File: src/rtl/mems_spi_master.sv
// 3-wire SPI master that shifts a 24-bit MEMS DAC command MSB-first with SYNC_n framing.
// Define MEMS_SPI_RX_EN to build the SDO readback capture path.
module mems_spi_master #(
  parameter int CLK_DIV  = 4,
  parameter int SYNC_GAP = 2
) (
  input  logic        clk,
  input  logic        rst_n,
  input  logic        start,
  input  logic [23:0] data_in,
  input  logic        miso,
  output logic        busy,
  output logic        sync_n,
  output logic        sclk,
  output logic        din,
  output logic [23:0] rx_data,
  output logic        rx_valid
);

  localparam logic [1:0] S_IDLE  = 2'd0;
  localparam logic [1:0] S_SHIFT = 2'd1;
  localparam logic [1:0] S_GAP   = 2'd2;

  localparam logic [7:0] C_HALF_LAST = 8'(CLK_DIV - 1);
  localparam logic [7:0] C_GAP_LAST  = 8'(SYNC_GAP - 1);

  logic [1:0]  r_state;
  logic [7:0]  r_half_cnt;
  logic [4:0]  r_bit_cnt;
  logic [22:0] r_shift;
  logic        r_busy;
  logic        r_sync_n;
  logic        r_sclk;
  logic        r_din;
  logic        w_half_done;

  assign w_half_done = (r_half_cnt == C_HALF_LAST);

  // Bit 23 goes straight to din on load, so only the remaining 23 bits are kept.
  always_ff @(posedge clk or negedge rst_n) begin
    if (!rst_n) begin
      r_state    <= S_IDLE;
      r_half_cnt <= 8'd0;
      r_bit_cnt  <= 5'd0;
      r_shift    <= 23'd0;
      r_busy     <= 1'b0;
      r_sync_n   <= 1'b1;
      r_sclk     <= 1'b1;
      r_din      <= 1'b0;
    end else begin
      case (r_state)
        S_IDLE: begin
          if (start) begin
            r_shift    <= data_in[22:0];
            r_din      <= data_in[23];
            r_busy     <= 1'b1;
            r_sync_n   <= 1'b0;
            r_sclk     <= 1'b1;
            r_half_cnt <= 8'd0;
            r_bit_cnt  <= 5'd23;
            r_state    <= S_SHIFT;
          end
        end
        S_SHIFT: begin
          if (!w_half_done) begin
            r_half_cnt <= r_half_cnt + 8'd1;
          end else begin
            r_half_cnt <= 8'd0;
            if (r_sclk) begin
              r_sclk <= 1'b0;
            end else begin
              r_sclk <= 1'b1;
              if (r_bit_cnt == 5'd0) begin
                r_sync_n <= 1'b1;
                r_state  <= S_GAP;
              end else begin
                r_bit_cnt <= r_bit_cnt - 5'd1;
                r_din     <= r_shift[22];
                r_shift   <= {r_shift[21:0], 1'b0};
              end
            end
          end
        end
        S_GAP: begin
          // The half-period counter doubles as the SYNC_n gap timer.
          if (r_half_cnt == C_GAP_LAST) begin
            r_half_cnt <= 8'd0;
            r_busy     <= 1'b0;
            r_state    <= S_IDLE;
          end else begin
            r_half_cnt <= r_half_cnt + 8'd1;
          end
        end
        default: r_state <= S_IDLE;
      endcase
    end
  end

  assign busy   = r_busy;
  assign sync_n = r_sync_n;
  assign sclk   = r_sclk;
  assign din    = r_din;

`ifdef MEMS_SPI_RX_EN
  logic [23:0] r_rx_shift;
  logic [23:0] r_rx_data;
  logic        r_rx_valid;
  logic        w_fall;
  logic        w_frame_end;

  assign w_fall      = (r_state == S_SHIFT) && w_half_done && r_sclk;
  assign w_frame_end = (r_state == S_SHIFT) && w_half_done && !r_sclk && (r_bit_cnt == 5'd0);

  // A reset-aborted frame never reaches w_frame_end, so it cannot raise rx_valid.
  always_ff @(posedge clk or negedge rst_n) begin
    if (!rst_n) begin
      r_rx_shift <= 24'd0;
      r_rx_data  <= 24'd0;
      r_rx_valid <= 1'b0;
    end else begin
      r_rx_valid <= 1'b0;
      if (w_fall) begin
        r_rx_shift <= {r_rx_shift[22:0], miso};
      end
      if (w_frame_end) begin
        r_rx_data  <= r_rx_shift;
        r_rx_valid <= 1'b1;
      end
    end
  end

  assign rx_data  = r_rx_data;
  assign rx_valid = r_rx_valid;
`else
  logic w_unused_miso;

  assign w_unused_miso = miso;
  assign rx_data       = 24'd0;
  assign rx_valid      = 1'b0;
`endif

endmodule

File: config.mk
export PLATFORM = sky130hd
export DESIGN_NAME = mems_spi_master
export DESIGN_NICKNAME = d
export VERILOG_FILES = /design/src/rtl/mems_spi_master.sv
export SDC_FILE = /design/constraint.sdc
export NUM_CORES = 1
export LEC_CHECK = 0
export CAP_MARGIN = 20
export CORE_ASPECT_RATIO = 1.4
export CORE_MARGIN = 3
export CORE_UTILIZATION = 54
export CTS_CLUSTER_DIAMETER = 150
export DETAILED_ROUTE_END_ITERATION = 10
export PLACE_DENSITY_LB_ADDON = 0.12
export SYNTH_ARGS = -nofsm -noshare
export SYNTH_HDL_FRONTEND = slang
export SYNTH_SLANG_ARGS = --single-unit
File: constraint.sdc
create_clock -name clk -period 4.1 [get_ports clk]
set_input_delay 0.82 -clock clk [delete_from_list [all_inputs] [get_ports clk]]
set_output_delay 0.82 -clock clk [all_outputs]
set_load 0.02 [all_outputs]
-- Word-level counts from Yosys, hierarchy flattened
Cells that the tools add are included.
- add/sub/neg operators: 2
- equality and inequality tests: 10
- mux-type cells: 36
- reductions and logical operators: 11
- operator list (cell ; number):
    $mux 23 ; 4
    $pmux 23 s2 ; 1
    $mux 8 ; 3
    $pmux 8 s3 ; 1
    $mux 5 ; 4
    $reduce_and 5->1 ; 3
    $mux 1 ; 12
    $ne 2x2->1 const B ; 6
    $mux 2 ; 5
    $pmux 5 s2 ; 1
    $add 8x1->8 const B ; 1
    $eq 8x1->1 const B ; 1
    $eq 8x2->1 const B ; 1
    $pmux 1 s2 ; 4
    $pmux 2 s3 ; 1
    $reduce_and 3->1 ; 2
    $logic_not 5->1 ; 1
    $sub 5x1->5 const B ; 1
    $reduce_bool 2->1 ; 2
    $reduce_bool 3->1 ; 1
    $eq 2x1->1 const B ; 1
    $eq 2x2->1 const B ; 1
    $logic_not 2->1 ; 1
    $reduce_and 2->1 ; 1
- word-level logic and storage cells: 67
- register bits: 42
- bits of input ports: 28

-- Depth between registers and ports, before layout
Gate-level depths: netlist of run 1.
- depth in word-level cells: 5
- mapped depth: 8
- mapped depth without buffers: 6

-- Least setup slack after synthesis of run 1
OpenSTA, ideal clock, no wires.
- path type: register -> register
- start: reg r_bit_cnt[0]
- end: reg r_state[0]
- data arrival time: 1869 ps
- period minus slack after synthesis: 1994 ps
- buffers on the path: 0
- stages on the path, launching flop included: 7
- path slack: 2106 ps
- setup time: 125 ps
- cells stage by stage: dfrtp_1 inv_1 ha_1 or4b_4 nand3b_1 a211oi_2 mux2_2
- longest elaborated chain between the ends: 3
- RTL lines (item ; RTL line ; source):
    start, declared ; 29 ; logic [4:0] r_bit_cnt;
    start signal, assigned ; 77 ; r_bit_cnt <= r_bit_cnt - 5'd1;
    $logic_not 5->1 ; 73 ; if (r_bit_cnt == 5'd0) begin
    $ne 2x2->1 (no line) ; n/a ;
    $reduce_and 5->1 (no line) ; n/a ;
    end signal, assigned ; 75 ; r_state <= S_GAP;
    end signal, assigned ; 89 ; r_state <= S_IDLE;
    end signal, assigned ; 94 ; default: r_state <= S_IDLE;
    end, declared ; 27 ; logic [1:0] r_state;
No other way between the ends.
A chain may end at the register's enable or synchronous reset.

-- Final worst setup path of run 1
- start: in start
- end: reg r_shift[15]
- longest elaborated chain between the ends: 2
- RTL lines (item ; RTL line ; source):
    start, declared ; 9 ; input logic start,
    $ne 2x2->1 (no line) ; n/a ;
    $reduce_and 5->1 (no line) ; n/a ;
    end signal, assigned ; 54 ; r_shift <= data_in[22:0];
    end signal, assigned ; 79 ; r_shift <= {r_shift[21:0], 1'b0};
    end, declared ; 30 ; logic [22:0] r_shift;
No other way between the ends.

==> results_dict.tcl, run 1 <==
set metrics [dict create \
    grt_use_total_pct 19.9 \
    synth_top_flop_cell "dfrtp_1" \
    crit_buf_inv 1 \
    status "completed" \
    drive_gt1_share_pct 7.29 \
    switching_power_mw 0.704 \
    vdd_drop_max_uv 390 \
    design_area_mm2 0.00276 \
    hold_viol_final 0 \
    path_max_fanout 23 \
    synth-compound-area-share_pct 26.5 \
    power.leakage_nw 1.14 \
    grt_setup_unrepaired "false" \
    reg2reg_depth 7 \
    synth_area_leaders "dfrtp_1 41%, o22ai_1 12%, buf_4 7.7%" \
    final_max_slew_viol_count 0 \
    comb_power_share_pct 43.6 \
    synth_top_area_share_pct 40.9 \
    die_area_mm2 0.00539 \
    crit_family "simple AND/OR/NAND/NOR gates" \
    io_buffers 30 \
    ios 57 \
    antenna_found_initial 0 \
    crit_chain "clkdlybuf4s50_1 -> mux2_2 -> nand2_1 -> o22ai_1 -> a21oi_1" \
    synth_top_cell_by_area "dfrtp_1" \
    synthSimpleGateAreaFrac_pct 11.4 \
    n_antenna_cell 0 \
    min_to "sync_n" \
    worstReg2RegStart "r_state[1]" \
    cts_setup_buffers 0 \
    area_growth_pct 12.6 \
    cts_tree "done" \
    fin_nets 321 \
    grt_max_degree 43 \
    tightest_slew_ns 0.967 \
    synth-xor-area-share_pct 0 \
    viasPerCell 5.88 \
    synthMuxAreaShare_pct 2.56 \
    die_height_um 85.7 \
    synth_seq_area_share_pct 43.0 \
    cts_sinks 42 \
    tns_ns 0 \
    cts_inserted_buffers 5 \
    h-tree-depth 2 \
    die_w_um 62.9 \
    cp-start-kind "primary input" \
    slowest_stage "nand2_1" \
    slew_headroom_pct 35.2 \
    dpl.hpwl_mm 3.39 \
    synth_warnings 0 \
    rows 28 \
    syn_inst 266 \
    yosys.cell_types.count 40 \
    p_clk_share_pct 15.8 \
    r2r_setup_slack_ns 1.80 \
    ant_nets 0 \
    syn_area_per_cell_um2 9.20 \
    endpoint_kind "flop" \
    hold_start "sync_n" \
    cts_resized 0 \
    grt_pass1_wl_mm 8.77 \
    clock_path_buffers 2 \
    async_reset_ff_share_pct 100 \
    whs_path_depth 2 \
    fmax_ghz 0.419 \
    r2r-end "r_half_cnt[7]" \
    setup_viol 0 \
    dr.pass1.iters 5 \
    slowest_delay_ns 0.60 \
    num_vias 2046 \
    core_mm2 0.00431 \
    wl_met1_mm 2.13 \
    layout_worst_path_cycle_share_pct 58.2 \
    fin_crit_ns 2.38 \
    wl_per_cell_um 14.9 \
    p_int_mw 1.05 \
    cts-root-buf "clkbuf_8" \
    drc_errors 0 \
    powerDensity_mw_per_mm2 635 \
    routed.top_layer "met4" \
    synth_edf_count 0 \
    clk_latency_ns 0.29 \
    hold_path_class "reg -> reg" \
    wl_met3_um 220 \
    crit_required_ns 4.32 \
    wirelength_mm 5.19 \
    gp_congestion 0.837 \
    cts_hold_buf 0 \
    crit_type "in -> reg" \
    p_sw_share_pct 40.2 \
    syn_area_mm2 0.00245 \
    met2_length_mm 2.76 \
    synth_top_family_by_area "compound AO/OA/AOI/OAI gates" \
    synthAdderAreaFrac_pct 3.07 \
    seqPwrFrac_pct 40.6 \
    grt_pass1_vias 2008 \
    initial_core_util_pct 56.8 \
    placed_cell_area_mm2 0.00267 \
    maxCapViolCount 0 \
    grt_overflow 0 \
    fin_skew_ns 0.00362 \
    dr.first_iter.drc_count 114 \
    cp.arrival_ns 2.60 \
    clkSlewWorstSetupHoldPaths_ns 0.08 \
    ys_ff_latch 42 \
]
==> power by group through the flow <==
| stage | Clock (mW) | Sequential (mW) | Combinational [mW] |
|---|---|---|---|
| after CTS | 0.284 | 0.709 | 0.765 |
| after global placement | 0 | 0.712 | 0.748 |
| final | 0.276 | 0.710 | 0.763 |
| after floorplan | 0 | 0.694 | 0.608 |
| after global routing | 0.304 | 0.735 | 0.852 |
| after detailed placement | 0 | 0.717 | 0.765 |
==> logic make-up (layout without fill, tap and decap cells) <==
group,Yosys count,count (layout)
AO/OA/AOI/OAI,103,103
buffers and inverters,57,55
AND/OR/NAND/NOR,51,51
flip-flops,42,42
adder cells (fa/ha/maj),6,6
multiplexers,6,6
other,1,25
==> final cells by class <==
type / instances / area, um^2
inverters: 12 / 45.0
multi-input cells: 191 / 1160
flip-flops and latches: 42 / 1050
well taps: 60 / 75.1
fillers: 381 / 1550
clock buffers: 7 / 86.3
clock inverters: 1 / 5.00
repair buffers: 35 / 333
==> through the flow <==
step / instances / util [%] / setup slack, ns / hold WS [ns] / power [mW]
final: 348 / 64.0 / 1.72 / 0.486 / 1.75
after global routing: 348 / 64.0 / 1.43 / 0.527 / 1.89
after CTS: 348 / 64.0 / 1.73 / 0.492 / 1.76
after detailed placement: 340 / 61.8 / 1.42 / 0.478 / 1.48
after global placement: 340 / 61.8 / 1.41 / 0.468 / 1.46
after floorplan: 290 / - / 2.11 / 0.489 / 1.30
==> sequential cells by signal, indices dropped and copies added, names as in the netlist <==
signal / cells
r_state: 2
sclk: 1
din: 1
r_shift: 23
r_bit_cnt: 5
sync_n: 1
busy: 1
r_half_cnt: 8
==> layer usage <==
metal  vias to the layer above  GRT usage [%]
met5                         -              0
met1                      1006           22.9
met3                        10           4.33
met4                         0           8.03
li1                        985              -
met2                        45           35.4
==> how the worst max path moves through the flow <==
stage | cells past startpoint | startpoint | end | slack [ns]
floorplan | 6 | r_bit_cnt[0] | r_state[0] | 2.11
global placement | 7 | start | r_shift[21] | 1.41
detailed placement | 7 | start | r_shift[16] | 1.42
CTS | 5 | start | r_shift[15] | 1.73
global route | 7 | r_state[1] | r_half_cnt[2] | 1.43
finish | 5 | start | r_shift[15] | 1.72
==> worst register-to-register path, stage by stage (launching register included) <==
cell and delay [ns]:
dfrtp_1 0.40, inv_1 0.09, ha_1 0.14, buf_4 0.33
inv_1 0.19, a31oi_1 0.47, o211ai_1 0.20, o311ai_0 0.36
==> cells in the final DEF, fill, tap and decap left out, types with 2 or more instances in the layout <==
master           instances
o21ai_0                  5
mux2_2                   2
dfrtp_1                 40
a31oi_1                  3
mux2i_1                  4
nor3b_1                  2
nor2_1                   8
dfstp_2                  2
nand3b_1                 2
and3_1                   4
nor3_1                   5
nand3_1                  8
o311ai_0                 3
o32a_1                   2
nand2_1                 16
conb_1                  25
clkdlybuf4s50_1         29
o2111ai_1                2
o22ai_1                 47
a21oi_1                 28
inv_1                   12
o211ai_1                 6
clkbuf_8                 6
ha_1                     6
buf_4                    5
==> Yosys cell counts (2+ instances only) <==
cell and count:
a21oi_1 28, a31oi_1 3, and3_1 4, buf_2 8, buf_4 25, clkbuf_1 10
dfrtp_1 40, dfstp_2 2, ha_1 6, inv_1 12, mux2_2 2, mux2i_1 4
nand2_1 16, nand3_1 8, nand3b_1 2, nor2_1 8, nor3_1 5, nor3b_1 2
o2111ai_1 2, o211ai_1 6, o21ai_0 5, o22ai_1 47, o311ai_0 3, o32a_1 2
Power figures use the tool's default switching activity.
==> run 2: changes to the inputs <==
--- a/config.mk
+++ b/config.mk
@@ -8,7 +8,7 @@
 export CAP_MARGIN = 20
 export CORE_ASPECT_RATIO = 1.4
 export CORE_MARGIN = 3
-export CORE_UTILIZATION = 54
+export CORE_UTILIZATION = 50
 export CTS_CLUSTER_DIAMETER = 150
 export DETAILED_ROUTE_END_ITERATION = 10
 export PLACE_DENSITY_LB_ADDON = 0.12
==> constraint.sdc (replaced) <==
create_clock -name clk -period 2.3 [get_ports clk]
set_input_delay 0.46 -clock clk [delete_from_list [all_inputs] [get_ports clk]]
set_output_delay 0.46 -clock clk [all_outputs]
set_load 0.02 [all_outputs]
==> run 2 against run 1 <==
Net effect: non-clock buffer count up 14; setup slack worse by 1.6 ns; clock-buffer cell count down 2; first-iteration DRC count up 28%; wire length up 3.6%; largest power group unchanged.
==> results_dict.tcl, run 2 (synthesized netlist as in run 1, its figures left out) <==
set metrics [dict create \
    die_area_mm2 0.00578 \
    drc_errors 0 \
    fin_crit_ns 2.14 \
    final_cell_mix "47 x o22ai_1, 40 x dfrtp_1, 29 x clkdlybuf4s50_1, 28 x a21oi_1, 25 x conb_1" \
    path_max_fanout 4 \
    rows 29 \
    grt_use_total_pct 20.1 \
    crit_family "simple AND/OR/NAND/NOR gates" \
    h-tree-depth 2 \
    core_mm2 0.00464 \
    num_vias 2056 \
    finalWorstSetupSlack_ns 0.164 \
    setup_viol 0 \
    dpl.hpwl_mm 3.71 \
    fmax_ghz 0.468 \
    status "completed" \
    final_util_pct 62.5 \
    reg2reg_depth 6 \
    startpoint "r_bit_cnt[0]" \
    area_growth_pct 18.6 \
    dr.pass1.iters 4 \
    clock_path_buffers 2 \
    n_antenna_cell 0 \
    tightest_slew_ns 0.541 \
    die_w_um 65.1 \
    stdcell_count 364 \
    io_buffers 30 \
    maxCapViolCount 0 \
    top_regs "r_shift (23), r_half_cnt (8), r_bit_cnt (5)" \
    vdd_drop_max_uv 535 \
    place_ws_ns 0.184 \
    crit_type "reg -> reg" \
    grt_overflow 0 \
    dp.cells 356 \
    fin_nets 335 \
    r2r-end "r_state[0]" \
    cts_resized 0 \
    crit_chain "inv_1 -> ha_1 -> or4b_4 -> nand3b_1 -> a211oi_2 -> mux2_2" \
    ant_nets 0 \
    cts_sinks 42 \
    die_height_um 88.8 \
    final_common_cell "o22ai_1" \
    initial_core_util_pct 52.7 \
    fill_cells 432 \
    cts_hold_buf 0 \
    hold_viol_final 0 \
    cts_inserted_buffers 5 \
    layout_worst_path_cycle_share_pct 92.9 \
    tns_ns 0 \
    hold_path_class "in -> async" \
    crit_end "r_state[0]" \
    clkSlewWorstSetupHoldPaths_ns 0.09 \
    top_register "r_shift" \
    grt_max_degree 43 \
    drive_gt1_share_pct 11.9 \
    worstReg2RegStart "r_bit_cnt[0]" \
    slowest_stage "or4b_4" \
    cts_setup_buffers 0 \
    slowest_delay_ns 0.50 \
    antenna_found_initial 0 \
    crit_required_ns 2.48 \
    clk_latency_ns 0.30 \
    largest_reg_flops 23 \
    cp.arrival_ns 2.32 \
    power.leakage_nw 1.21 \
    slew_headroom_pct 63.9 \
    grt_setup_unrepaired "false" \
    final_max_slew_viol_count 0 \
    endpoint_kind "flop" \
    fin_skew_ns 0.00944 \
    ios 57 \
    powerDensity_mw_per_mm2 1130 \
    dr.first_iter.drc_count 146 \
    cts-root-buf "clkbuf_8" \
    wl_per_cell_um 14.8 \
    crit_cells 6 \
    crit_buf_inv 1 \
    gp_congestion 0.839 \
    cts_tree "done" \
    wirelength_mm 5.38 \
    viasPerCell 5.65 \
    cp-start-kind "flop" \
    grt_pass1_vias 1998 \
    r2r_setup_slack_ns 0.16 \
    grt_pass1_wl_mm 9.18 \
]
==> run 2: changes by cell type in the layout (fill, tap and decap cells not counted) <==
cell        delta
buf_4         +11
buf_12         +3
clkinvlp_4     +2
clkbuf_1       -1
clkbuf_8       -1
clkinv_2       -1
inv_6          +1
==> run 2: cell type report <==
| cell class | count | area (um^2) | area share, % |
|---|---|---|---|
| well taps | 62 | 77.6 | 2.67 |
| inverters | 12 | 45.0 | 1.55 |
| clock buffers | 5 | 68.8 | 2.37 |
| multi-input cells | 191 | 1160 | 39.9 |
| clock inverters | 3 | 23.8 | 0.819 |
| flip-flops and latches | 42 | 1050 | 36.3 |
| repair buffers | 49 | 475 | 16.4 |
==> run 2: metal layers <==
layer  vias to the layer above  routed length (um)  global-route usage, %
li1                       1014                   -                      -
met4                         0                  76                   5.85
met5                         -                   0                      0
met2                        51                2800                   35.8
met3                         7                 202                   3.56
met1                       984                2300                   24.9
==> run 2: power breakdown <==
group          internal, mW  total, mW  switching, mW  leakage (nW)
clock network         0.217      0.496          0.279        0.0408
registers              1.03       1.27          0.237         0.500
logic                 0.709       1.50          0.794         0.670
==> run 2: metrics by stage <==
| step | cell area (um^2) | hold WS, ns | power (mW) |
|---|---|---|---|
| after floorplan | 2540 | 0.164 | 2.32 |
| after global placement | 2810 | 0.472 | 2.74 |
| after detailed placement | 2810 | 0.473 | 2.79 |
| after CTS | 2900 | 0.241 | 3.29 |
| after global routing | 2900 | 0.252 | 3.55 |
| final | 2900 | 0.220 | 3.27 |
==> run 2: how the worst min path moves through the flow <==
| stage | from | end | slack (ns) | cells past startpoint |
|---|---|---|---|---|
| 3_5_place_dp | sync_n | sync_n | 0.47 | 2 |
| 5_1_grt | rst_n | r_shift[9] | 0.25 | 2 |
| 6_report | rst_n | r_shift[9] | 0.22 | 2 |
| 2_1_floorplan | rst_n | busy | 0.16 | 0 |
| 3_3_place_gp | sync_n | sync_n | 0.47 | 2 |
| 4_1_cts | rst_n | r_half_cnt[7] | 0.24 | 2 |
